File: src/rtl/alu_pkg.sv
// Shared types for the cache register file: flush sequencer states and index sizing.
package alu_pkg;

    typedef enum logic [1:0] {
        IDLE  = 2'd0,
        FLUSH = 2'd1,
        DONE  = 2'd2
    } flush_state_t;

    // Index width for a given entry count, never narrower than one bit.
    function automatic int unsigned addr_w(input int unsigned depth);
        return (depth <= 32'd2) ? 32'd1 : 32'($clog2(depth));
    endfunction

endpackage

File: src/rtl/cache_read_port.sv
// One combinational operand read port: range check, optional write forwarding, entry mux.
module cache_read_port #(
    parameter int unsigned WIDTH  = 16,
    parameter int unsigned DEPTH  = 8,
    parameter int unsigned ADDR_W = 3,
    parameter bit          BYPASS = 1'b1
) (
    input  logic [ADDR_W-1:0] rd_addr_i,
    input  logic [WIDTH-1:0]  mem_i [DEPTH],
    input  logic [DEPTH-1:0]  valid_i,
    input  logic              wr_fwd_i,
    input  logic [ADDR_W-1:0] wr_addr_i,
    input  logic [WIDTH-1:0]  wr_data_i,
    output logic [WIDTH-1:0]  rd_data_c_o,
    output logic              rd_valid_c_o
);

    logic in_range_c;
    logic hit_c;

    assign in_range_c = (32'(rd_addr_i) < DEPTH);
    // wr_fwd_i is only high for a write that will actually commit this cycle.
    assign hit_c      = BYPASS && wr_fwd_i && (wr_addr_i == rd_addr_i);

    always_comb begin
        rd_data_c_o  = '0;
        rd_valid_c_o = 1'b0;
        if (hit_c) begin
            rd_data_c_o  = wr_data_i;
            rd_valid_c_o = 1'b1;
        end else if (in_range_c) begin
            rd_data_c_o  = mem_i[rd_addr_i];
            rd_valid_c_o = valid_i[rd_addr_i];
        end
    end

endmodule

File: src/rtl/cache_register_file.sv
// Local operand store for the ALU: DEPTH x WIDTH entries with valid bits, two read
// ports, one write port and a one-entry-per-cycle flush sequencer.
module cache_register_file
    import alu_pkg::*;
#(
    parameter int unsigned  WIDTH  = 16,
    parameter int unsigned  DEPTH  = 8,
    parameter bit           BYPASS = 1'b1,
    localparam int unsigned ADDR_W = addr_w(DEPTH)
) (
    input  logic              clk,
    input  logic              rst_n,
    input  logic              wr_en,
    input  logic [ADDR_W-1:0] wr_addr,
    input  logic [WIDTH-1:0]  wr_data,
    input  logic [ADDR_W-1:0] rd_addr_a,
    output logic [WIDTH-1:0]  rd_data_a,
    output logic              rd_valid_a,
    input  logic [ADDR_W-1:0] rd_addr_b,
    output logic [WIDTH-1:0]  rd_data_b,
    output logic              rd_valid_b,
    input  logic              flush_req,
    output logic              busy,
    output logic              flush_done
);

    localparam logic [ADDR_W-1:0] LAST_IDX = ADDR_W'(DEPTH - 1);

    flush_state_t      state_q, state_d;
    logic [ADDR_W-1:0] cnt_q, cnt_d;
    logic [WIDTH-1:0]  mem_q [DEPTH];
    logic [DEPTH-1:0]  valid_q;
    logic              busy_q, done_q;
    logic              wr_ok_c;

    // Flush owns the array while sweeping, and a flush request pre-empts a same-cycle write.
    assign wr_ok_c = wr_en && (state_q != FLUSH) && !flush_req && (32'(wr_addr) < DEPTH);

    always_comb begin
        state_d = state_q;
        cnt_d   = cnt_q;
        unique case (state_q)
            IDLE: begin
                if (flush_req) begin
                    state_d = FLUSH;
                    cnt_d   = '0;
                end
            end
            FLUSH: begin
                cnt_d = cnt_q + ADDR_W'(1);
                if (cnt_q == LAST_IDX) begin
                    state_d = DONE;
                    cnt_d   = '0;
                end
            end
            DONE:    state_d = IDLE;
            default: state_d = IDLE;
        endcase
    end

    always_ff @(posedge clk or negedge rst_n) begin
        if (!rst_n) begin
            state_q <= IDLE;
            cnt_q   <= '0;
            busy_q  <= 1'b0;
            done_q  <= 1'b0;
        end else begin
            state_q <= state_d;
            cnt_q   <= cnt_d;
            busy_q  <= (state_d == FLUSH);
            done_q  <= (state_d == DONE);
        end
    end

    always_ff @(posedge clk or negedge rst_n) begin
        if (!rst_n) begin
            for (int unsigned i = 0; i < DEPTH; i++) begin
                mem_q[i] <= '0;
            end
            valid_q <= '0;
        end else if (state_q == FLUSH) begin
            mem_q[cnt_q]   <= '0;
            valid_q[cnt_q] <= 1'b0;
        end else if (wr_ok_c) begin
            mem_q[wr_addr]   <= wr_data;
            valid_q[wr_addr] <= 1'b1;
        end
    end

    cache_read_port #(
        .WIDTH (WIDTH),
        .DEPTH (DEPTH),
        .ADDR_W(ADDR_W),
        .BYPASS(BYPASS)
    ) u_port_a (
        .rd_addr_i   (rd_addr_a),
        .mem_i       (mem_q),
        .valid_i     (valid_q),
        .wr_fwd_i    (wr_ok_c),
        .wr_addr_i   (wr_addr),
        .wr_data_i   (wr_data),
        .rd_data_c_o (rd_data_a),
        .rd_valid_c_o(rd_valid_a)
    );

    cache_read_port #(
        .WIDTH (WIDTH),
        .DEPTH (DEPTH),
        .ADDR_W(ADDR_W),
        .BYPASS(BYPASS)
    ) u_port_b (
        .rd_addr_i   (rd_addr_b),
        .mem_i       (mem_q),
        .valid_i     (valid_q),
        .wr_fwd_i    (wr_ok_c),
        .wr_addr_i   (wr_addr),
        .wr_data_i   (wr_data),
        .rd_data_c_o (rd_data_b),
        .rd_valid_c_o(rd_valid_b)
    );

    assign busy       = busy_q;
    assign flush_done = done_q;

endmodule

File: config.mk
export PLATFORM = sky130hd
export DESIGN_NAME = cache_register_file
export DESIGN_NICKNAME = d
export VERILOG_FILES = /design/src/rtl/alu_pkg.sv /design/src/rtl/cache_read_port.sv /design/src/rtl/cache_register_file.sv
export SDC_FILE = /design/constraint.sdc
export NUM_CORES = 1
export LEC_CHECK = 0
export CORE_MARGIN = 4
export CORE_UTILIZATION = 50
export DETAILED_ROUTE_END_ITERATION = 7
export PLACE_DENSITY = 0.7
export SYNTH_ARGS = -nofsm -noshare
export SYNTH_HDL_FRONTEND = slang
export SYNTH_SLANG_ARGS = --single-unit
File: constraint.sdc
create_clock -name clk -period 4 [get_ports clk]
set_input_delay 0.4 -clock clk [delete_from_list [all_inputs] [get_ports clk]]
set_output_delay 0.4 -clock clk [all_outputs]
set_load 0.01 [all_outputs]
-- Word-level counts from Yosys, hierarchy flattened
Index checks and enable logic that the tools add are counted.
- bits in registers: 143
- logic and storage cells: 89
- bitwise operators: 9
- equality and inequality tests: 8
- magnitude comparators: 12
- reductions and logical operators: 13
- mux-type cells: 33
- $add $sub $neg: 1
- operator list (operator ; number):
    128-bit two-way mux ; 2
    128-bit bitwise AND ; 1
    128-bit bitwise mux ; 1
    16-bit two-way mux ; 8
    128-bit inverter ; 1
    16-bit binary-select mux with 3-bit select ; 2
    16-bit demux with 3-bit select ; 2
    4-bit >= comparator (second input constant) ; 4
    3-bit by 4-bit less-than comparator with 1-bit output (second input constant) ; 4
    8-bit two-way mux ; 2
    3-bit inverter with 4-bit output ; 4
    8-bit bitwise AND ; 1
    1-bit logical AND ; 8
    4-bit by 1-bit less-than comparator with 1-bit output (second input constant) ; 2
    8-bit inverter ; 1
    8-bit OR ; 1
    1-bit binary-select mux with 3-bit select ; 2
    1-bit demux with 3-bit select ; 2
    3-bit == test ; 2
    3-bit by 1-bit >= comparator with 1-bit output (second input constant) ; 2
    1-bit two-way mux ; 6
    3-bit two-way mux ; 2
    3-bit one-hot mux with 2 select lines ; 1
    2-bit by 1-bit == test with 1-bit output (second input constant) ; 2
    11 further kinds ; 13

-- Logic depth before layout (Yosys ltp)
- word-level depth: 8
- depth in mapped cells: 7
- gate-level depth less buffers: 4

-- Modules after synthesis
A second synthesis with hierarchy kept.
- cell total of the unflattened synthesis: 674
- area total of the unflattened synthesis: 8720.9 um^2
- by module, submodules not included (module ; sequential area each (um^2) ; cells each ; times used ; area an instance (um^2)):
    cache_register_file ; 3578.4 ; 508 ; 1 ; 6083.3
    cache_read_port ; 0.0 ; 83 ; 2 ; 1318.8

-- Worst setup path after synthesis
Ideal clock, no wire load.
- path kind: input to output
- start: input port rd_addr_a[1]
- end: output port rd_data_a[0]
- buffers on the path: 2
- cell stages on the path: 5
- path slack: 1.682 ns
- data arrival time: 1.918 ns
- cells stage by stage: clkbuf_1 > clkbuf_1 > mux4_2 > mux2_2 > mux2_2
- word-level cells in the longest chain between the ends: 5
- elaborated cells between the ends (all ways): 7
- ends and longest elaborated chain (element ; RTL line ; text):
    start: declaration ; cache_register_file.sv:16 ; input logic [ADDR_W-1:0] rd_addr_a,
    3-bit inverter with 4-bit output (not written as such) ; cache_read_port.sv:32 ; rd_data_c_o = mem_i[rd_addr_i];
    16-bit binary-select mux with 3-bit select ; cache_read_port.sv:32 ;
    16-bit two-way mux (not written as such) (2 in series) ; cache_read_port.sv:32 ;
    16-bit two-way mux * ; cache_read_port.sv:28 ; if (hit_c) begin
    end: declaration ; cache_register_file.sv:17 ; output logic [WIDTH-1:0] rd_data_a,
Every way passes the cells marked *; elsewhere a longest branch is shown, timed or not. The select of a mux whose other input is x is not followed.

-- Final worst setup path
- start: input port rd_addr_b[1]
- end: output port rd_data_b[9]
- word-level cells in the longest chain between the ends: 5
- elaborated cells between the ends (all ways): 7
- ends and longest elaborated chain (element ; RTL line ; text):
    start: declaration ; cache_register_file.sv:19 ; input logic [ADDR_W-1:0] rd_addr_b,
    3-bit inverter with 4-bit output (not written as such) ; cache_read_port.sv:32 ;
    16-bit binary-select mux with 3-bit select ; cache_read_port.sv:32 ;
    16-bit two-way mux (not written as such) (2 in series) ; cache_read_port.sv:32 ;
    16-bit two-way mux * ; cache_read_port.sv:28 ;
    end: declaration ; cache_register_file.sv:20 ; output logic [WIDTH-1:0] rd_data_b,
Marked as above.

==> flow_summary.toml <==
[status]
outcome = "finished, final reports clean"

[setup_path]
cp.buffers_inverters = 3
worst_r2r_path_depth = 6
cp-startpoint = "rd_addr_b[1]"
worst_ep_required_time_ns = 3.60
critical-path-top-delay-family = "buffers and inverters"
worst_path_largest_cell_delay_ns = 0.89
worst-endpoint-arrival_ns = 3.03
endpoint_kind = "primary output"
worst_r2r_startpoint = "state_q[0]"
path_length_in_cells_of_the_critical_path = 6
cp_slowest_cell = "clkdlybuf4s50_1"
worst-setup-path-type = "in -> out"
critPathLaunchType = "input pin"
crit_fanout = 10
timing.critical_path.cells = "clkdlybuf4s50_1 > buf_4 > mux4_2 > mux2_2 > mux2_2 > clkdlybuf4s50_1"

[die]
core_um2 = 15400
chipHeight_um = 134
io_pins = 65
design.die.area_um2 = 17900
floorplan.die.width_um = 134
initial_utilization_pct = 51.5
core.rowCount = 45

[sta]
final_min_period_over_clock_period_pct = 85.7
slew_headroom_pct = 22.6
hold_violations = 0
setup_total_negative_slack_ns = 0
finClkSkew_ns = 0.00723
worstMarginPinSlew_ns = 1.16
setup_repair_after_global_routing_missed_its_margin = "no"
worst_setup_slack_after_layout_ns = 0.574
timing.final.crit_period_ns = 3.43
setup_violations = 0
slew_violations = 0
max_freq_mhz = 292
final.hold.worst_slack_ns = 0.131

[finish]
filler_cell_count = 1152
final_design_area_no_fill_um2 = 9340
layout_cells_sized_above_1_pct = 35.7
area_delta_synth_final_pct = 17.9
num-nets-final = 616
final-instance-count-excl-fill = 808
antenna-diode-count = 0

[synth]
synth_edf_count = 0
part_of_the_yosys_area_used_for_sequential_elements_pct = 45.2
synth-main-ff-cell = "dfrtp_1"
syn_nets = 564
synthesis.instances = 533
mappedNetlistArea_um2 = 7920
synth_common_cells = "dfrtp_1 (143), a22o_1 (130), mux4_2 (68), mux2_2 (64), clkbuf_1 (19)"
yosysWarningCount = 0
async_reset_ff_share_pct = 100
netlist-cell-type-count = 33
yosys_register_bits = 143
synthesis.area_per_instance_um2 = 14.9
synthDominantAreaCellType = "dfrtp_1"
most_repeated_cell_in_the_gate_level_netlist_after_synthesis = "dfrtp_1"
synth.top_cells.by_area = "dfrtp_1 (45%), mux4_2 (19%), a22o_1 (14%)"
share_of_the_synthesized_area_in_the_top_cell_type_pct = 45.2

[clocking]
clkSlewWorstSetupHoldPaths_ns = 0.05
clock_tree.root_cell = "clkbuf_16"
cts_sinks = 143
insertion_delay_ns = 0.42
postCtsSetupBuffers = 0
cts_max_path_buffers = 2
tritoncts = "built"
htree_levels = 4
cts_inserted_buffers = 17
cts.repair.resized = 0
cts.hold.buffers_added = 0

[routing]
wire_length_per_cell_after_detailed_routing_um = 28.2
drtPass1Iterations = 5
drcViolationCount = 0
viasPerCell = 6.91
detail-route-antenna-nets = 0
routed_wl_um = 22700
first_iter_violations = 669
detailroute.via_count = 5583

[flow_run]
maxCapViolations = 0

[place]
detailed_place.area_um2 = 8770
preCtsSetupSlack_ns = 0.571
dp_cells = 777
io_buffer_count = 64
routabilityCongestion = 0.820
hpwlAfterDp_um = 13900

[power]
power-per-cell-area_nw_per_um2 = 582
power.switching_w = 0.00173
power.combinational.fraction_pct = 32.9
leakage_nw = 4.19
internal_power_w = 0.00370
switching_share_pct = 31.9
reg_power_share_pct = 38.6
share_clk_of_total_power_pct = 28.4
vdd.ir_drop.worst_mv = 0.432

[grt]
grt_antenna_before_repair = 0
grt_start_max_net_pins = 124
grt_pass1_vias = 5800
wire_length_of_the_first_global_routing_pass_um = 35800
global_route.usage.total_pct = 26.5
globalRoute.totalOverflow = 0

[min_path]
hold_path.class = "in -> async"
flip-flops by register name, indices dropped and copies added (netlist names):
name,flops
state_q,2
cnt_q,3
busy,1
mem_q,128
flush_done,1
valid_q,8
final cells by class:
class | count | area, um2 | share of cell area, %
clock inverters | 6 | 82.6 | 0.884
inverters | 1 | 3.75 | 0.0402
repair buffers | 96 | 922 | 9.88
flip-flops and latches | 143 | 3580 | 38.3
clock buffers | 25 | 485 | 5.20
well taps | 211 | 264 | 2.83
multi-input cells | 326 | 4000 | 42.9
metrics by stage:
step	total power (W)	utilization (%)
2_1_floorplan	0.00324	-
3_3_place_gp	0.00381	57.1
3_5_place_dp	0.00388	57.1
4_1_cts	0.00542	60.7
5_1_grt	0.00566	60.7
6_report	0.00543	60.7
placed cells by master (no fill, tap or decap), types with 4 or more instances in the layout:
cell	instances
mux4_2	68
clkdlybuf4s50_1	61
mux2_2	64
buf_4	28
a21o_1	8
clkbuf_1	5
buf_12	4
a22o_1	130
xnor2_1	6
nor4_4	4
dfrtp_1	143
nor2b_2	4
clkbuf_16	17
nand3_1	4
nand2_1	6
nor4b_4	4
power by group through the flow:
stage                     clock (W)  sequential (W)  combinational (W)
after floorplan                   0         0.00201            0.00123
after global placement            0         0.00207            0.00174
after detailed placement          0         0.00210            0.00177
after CTS                   0.00156         0.00209            0.00178
after global routing        0.00163         0.00214            0.00190
final                       0.00154         0.00210            0.00179
logic make-up (layout without fill, tap and decap cells):
family | Yosys count | in the layout | synth area share [%]
adders and majority gates | 2 | 2 | 0.316
xor gates and xnor gates | 6 | 6 | 0.664
AOI/OAI and AO/OA | 146 | 146 | 16.1
muxes | 134 | 134 | 28.7
DFF | 143 | 143 | 45.2
and+or+nand+nor | 38 | 38 | 4.65
buffers and inverters | 64 | 128 | 4.39
routing by layer:
layer / part of all wire [%] / global-route usage [%] / vias up
met5: 0 / 0 / -
met4: 1.5 / 7.66 / 0
met3: 8.3 / 5.40 / 26
met2: 49 / 41.3 / 316
met1: 42 / 38.2 / 2985
li1: - / - / 2256
final timing paths:
path	endpoint	slack, ns
worst min-delay path	flush_done	0.13
min in group clk	busy	0.51
worst min register to register	busy	0.51
max in group asynchronous	mem_q[61]	2.88
worst max register to register	mem_q[114]	1.42
worst max-delay path	rd_data_b[9]	0.57
Power figures use the tool's default switching activity.
==> RTL change, RTL diff (config.mk and constraints unchanged) <==
`DEPTH` is set to 8 in 2 places; all go to 4.
--- a/src/rtl/cache_read_port.sv
+++ b/src/rtl/cache_read_port.sv
@@ -1,7 +1,7 @@
 // One combinational operand read port: range check, optional write forwarding, entry mux.
 module cache_read_port #(
     parameter int unsigned WIDTH  = 16,
-    parameter int unsigned DEPTH  = 8,
+    parameter int unsigned DEPTH  = 4,
     parameter int unsigned ADDR_W = 3,
     parameter bit          BYPASS = 1'b1
 ) (
--- a/src/rtl/cache_register_file.sv
+++ b/src/rtl/cache_register_file.sv
@@ -4,7 +4,7 @@
     import alu_pkg::*;
 #(
     parameter int unsigned  WIDTH  = 16,
-    parameter int unsigned  DEPTH  = 8,
+    parameter int unsigned  DEPTH  = 4,
     parameter bit           BYPASS = 1'b1,
     localparam int unsigned ADDR_W = addr_w(DEPTH)
 ) (
Interface: changed (resized rd_addr_a, rd_addr_b and wr_addr); port bits go from 65 to 62. The function was not compared with the original's and may differ.
==> RTL change against the unedited design <==
Setup slack gained 0.25 ns; sequential cell count shrank 69; synthesized area shrank 44%; highest routed layer unchanged; synthesized cell count shrank 34%; power shrank 42%; wire length shrank 55%; cell area shrank 44%; combinational power shrank 26%; largest cell class unchanged.
==> RTL change: results (changes against the unedited design) <==
via count - 2994 (-46%)
flop and latch count out of synthesis - 74 (-48%)
DRT iter0 DRCs - 124 (-81%)
Routed met2 length - 5.15 mm (-53%)
post-synthesis net count - 384 (-32%)
met1 Track Usage GR - 29.3% (-8.9 points)
clock buffers - 13 (-48%)
Synth cell types - 28 (-15%)
pre-CTS setup slack - 0.823 ns (+0.252 ns)
top cells by area in the synthesized netlist - dfrtp_1 (42%), mux4_2 (17%), mux2i_1 (15%)
clk_skew - 0.00929 ns (+0.00206 ns)
Power Clock - 554 µW (-64%)
Crit path largest cell delay - 0.49 ns (-0.40 ns)
CP arrival - 2.78 ns (-0.25 ns)
Crit path max-delay family - simple AND/OR/NAND/NOR gates
Sequential Area - 1850 µm² (-48%)
multi-input logic portion of the cell area - 43.9% (+1.0 points)
Leak - 0.00276 µW (-34%)
largest net degree at the start of global routing - 50 (-60%)
Inserted Clock Buffers - 9 (-8)
maximum vdd drop - 0.000374 V (-13%)
met3 Use GR - 5.12% (-0.28 points)
sequential fraction of the synthesis area - 42.0% (-3.2 points)
NonClk Buf Share - 13.1% (+3.2 points)
Max stage delay cell, worst path - nand4_4
GRT Overall Usage - 21.7% (-4.8 points)
layout cells sized above 1 - 18.0% (-18 points)
Post-Route WL - 10.3 mm (-55%)
# H-tree levels - 3 (-1)
count of non-CTS inverters in the layout - 26 (+25)
post-DP HPWL - 6.53 mm (-53%)
Reg power frac - 39.9% (+1.3 points)
PortBufs - 61 (-4.7%)
outcome - completed
Layout clock area frac - 3.40% (-2.7 points)
Regs by FF count - mem_q: 64 flops, valid_q: 4 flops
Root Buffer - clkbuf_8
FILL cells - 704 (-39%)
Metal-1 WL - 4.47 mm (-53%)
clock-pin transition on the worst setup and hold timing paths - 0.07 ns (+0.02 ns)
metal3 WL - 540 µm (-71%)
met2 usage - 35.7% (-5.6 points)
RTL change: cell count changes in the layout (fill, tap and decap cells not counted), moves of 6 or more:
cell,change
a21o_1,-8
a22o_1,-129
buf_4,-17
clkbuf_16,-17
clkbuf_8,+6
dfrtp_1,-69
inv_1,+25
mux2_1,+18
mux2_2,-50
mux2i_1,+63
mux4_2,-34
nand2_1,+63
RTL change: stage by stage:
stage	area, µm²	util, %	power, µW	instances	hold slack, ns
6_report	5260	60.9	3140	525	0.0633
5_1_grt	5260	60.9	3360	525	0.0843
4_1_cts	5260	60.9	3170	525	0.0638
3_5_place_dp	5080	58.8	2610	509	0.434
3_3_place_gp	5080	58.8	2560	509	0.436
2_1_floorplan	4410	-	2070	354	0.104
RTL change: final timing paths:
kind                                         from                endpoint  slack (ns)  cells after the start
hold reg to reg            valid_q[3]$_DFFE_PN0P_  valid_q[3]$_DFFE_PN0P_        0.51                      2
hold / removal                              rst_n    mem_q[1]$_DFFE_PN0P_        0.06                      1
setup reg to reg             state_q[0]$_DFF_PN0_   mem_q[54]$_DFFE_PN0P_        1.98                      3
max in group asynchronous                   rst_n   mem_q[27]$_DFFE_PN0P_        2.87                      2
min in group clk           valid_q[3]$_DFFE_PN0P_  valid_q[3]$_DFFE_PN0P_        0.51                      2
setup / recovery                        flush_req           rd_data_b[10]        0.82                      5
RTL change: cells by family (layout without fill, tap and decap cells):
| group | Yosys count | after routing | share of synthesized area (%) |
|---|---|---|---|
| fa+ha+maj | 4 | 4 | 1.13 |
| compound gates | 6 | 6 | 1.05 |
| mux | 131 | 131 | 40.2 |
| simple gates | 84 | 84 | 9.04 |
| buf+inv | 51 | 114 | 5.78 |
| xor+xnor | 4 | 4 | 0.794 |
| flops | 74 | 74 | 42.0 |
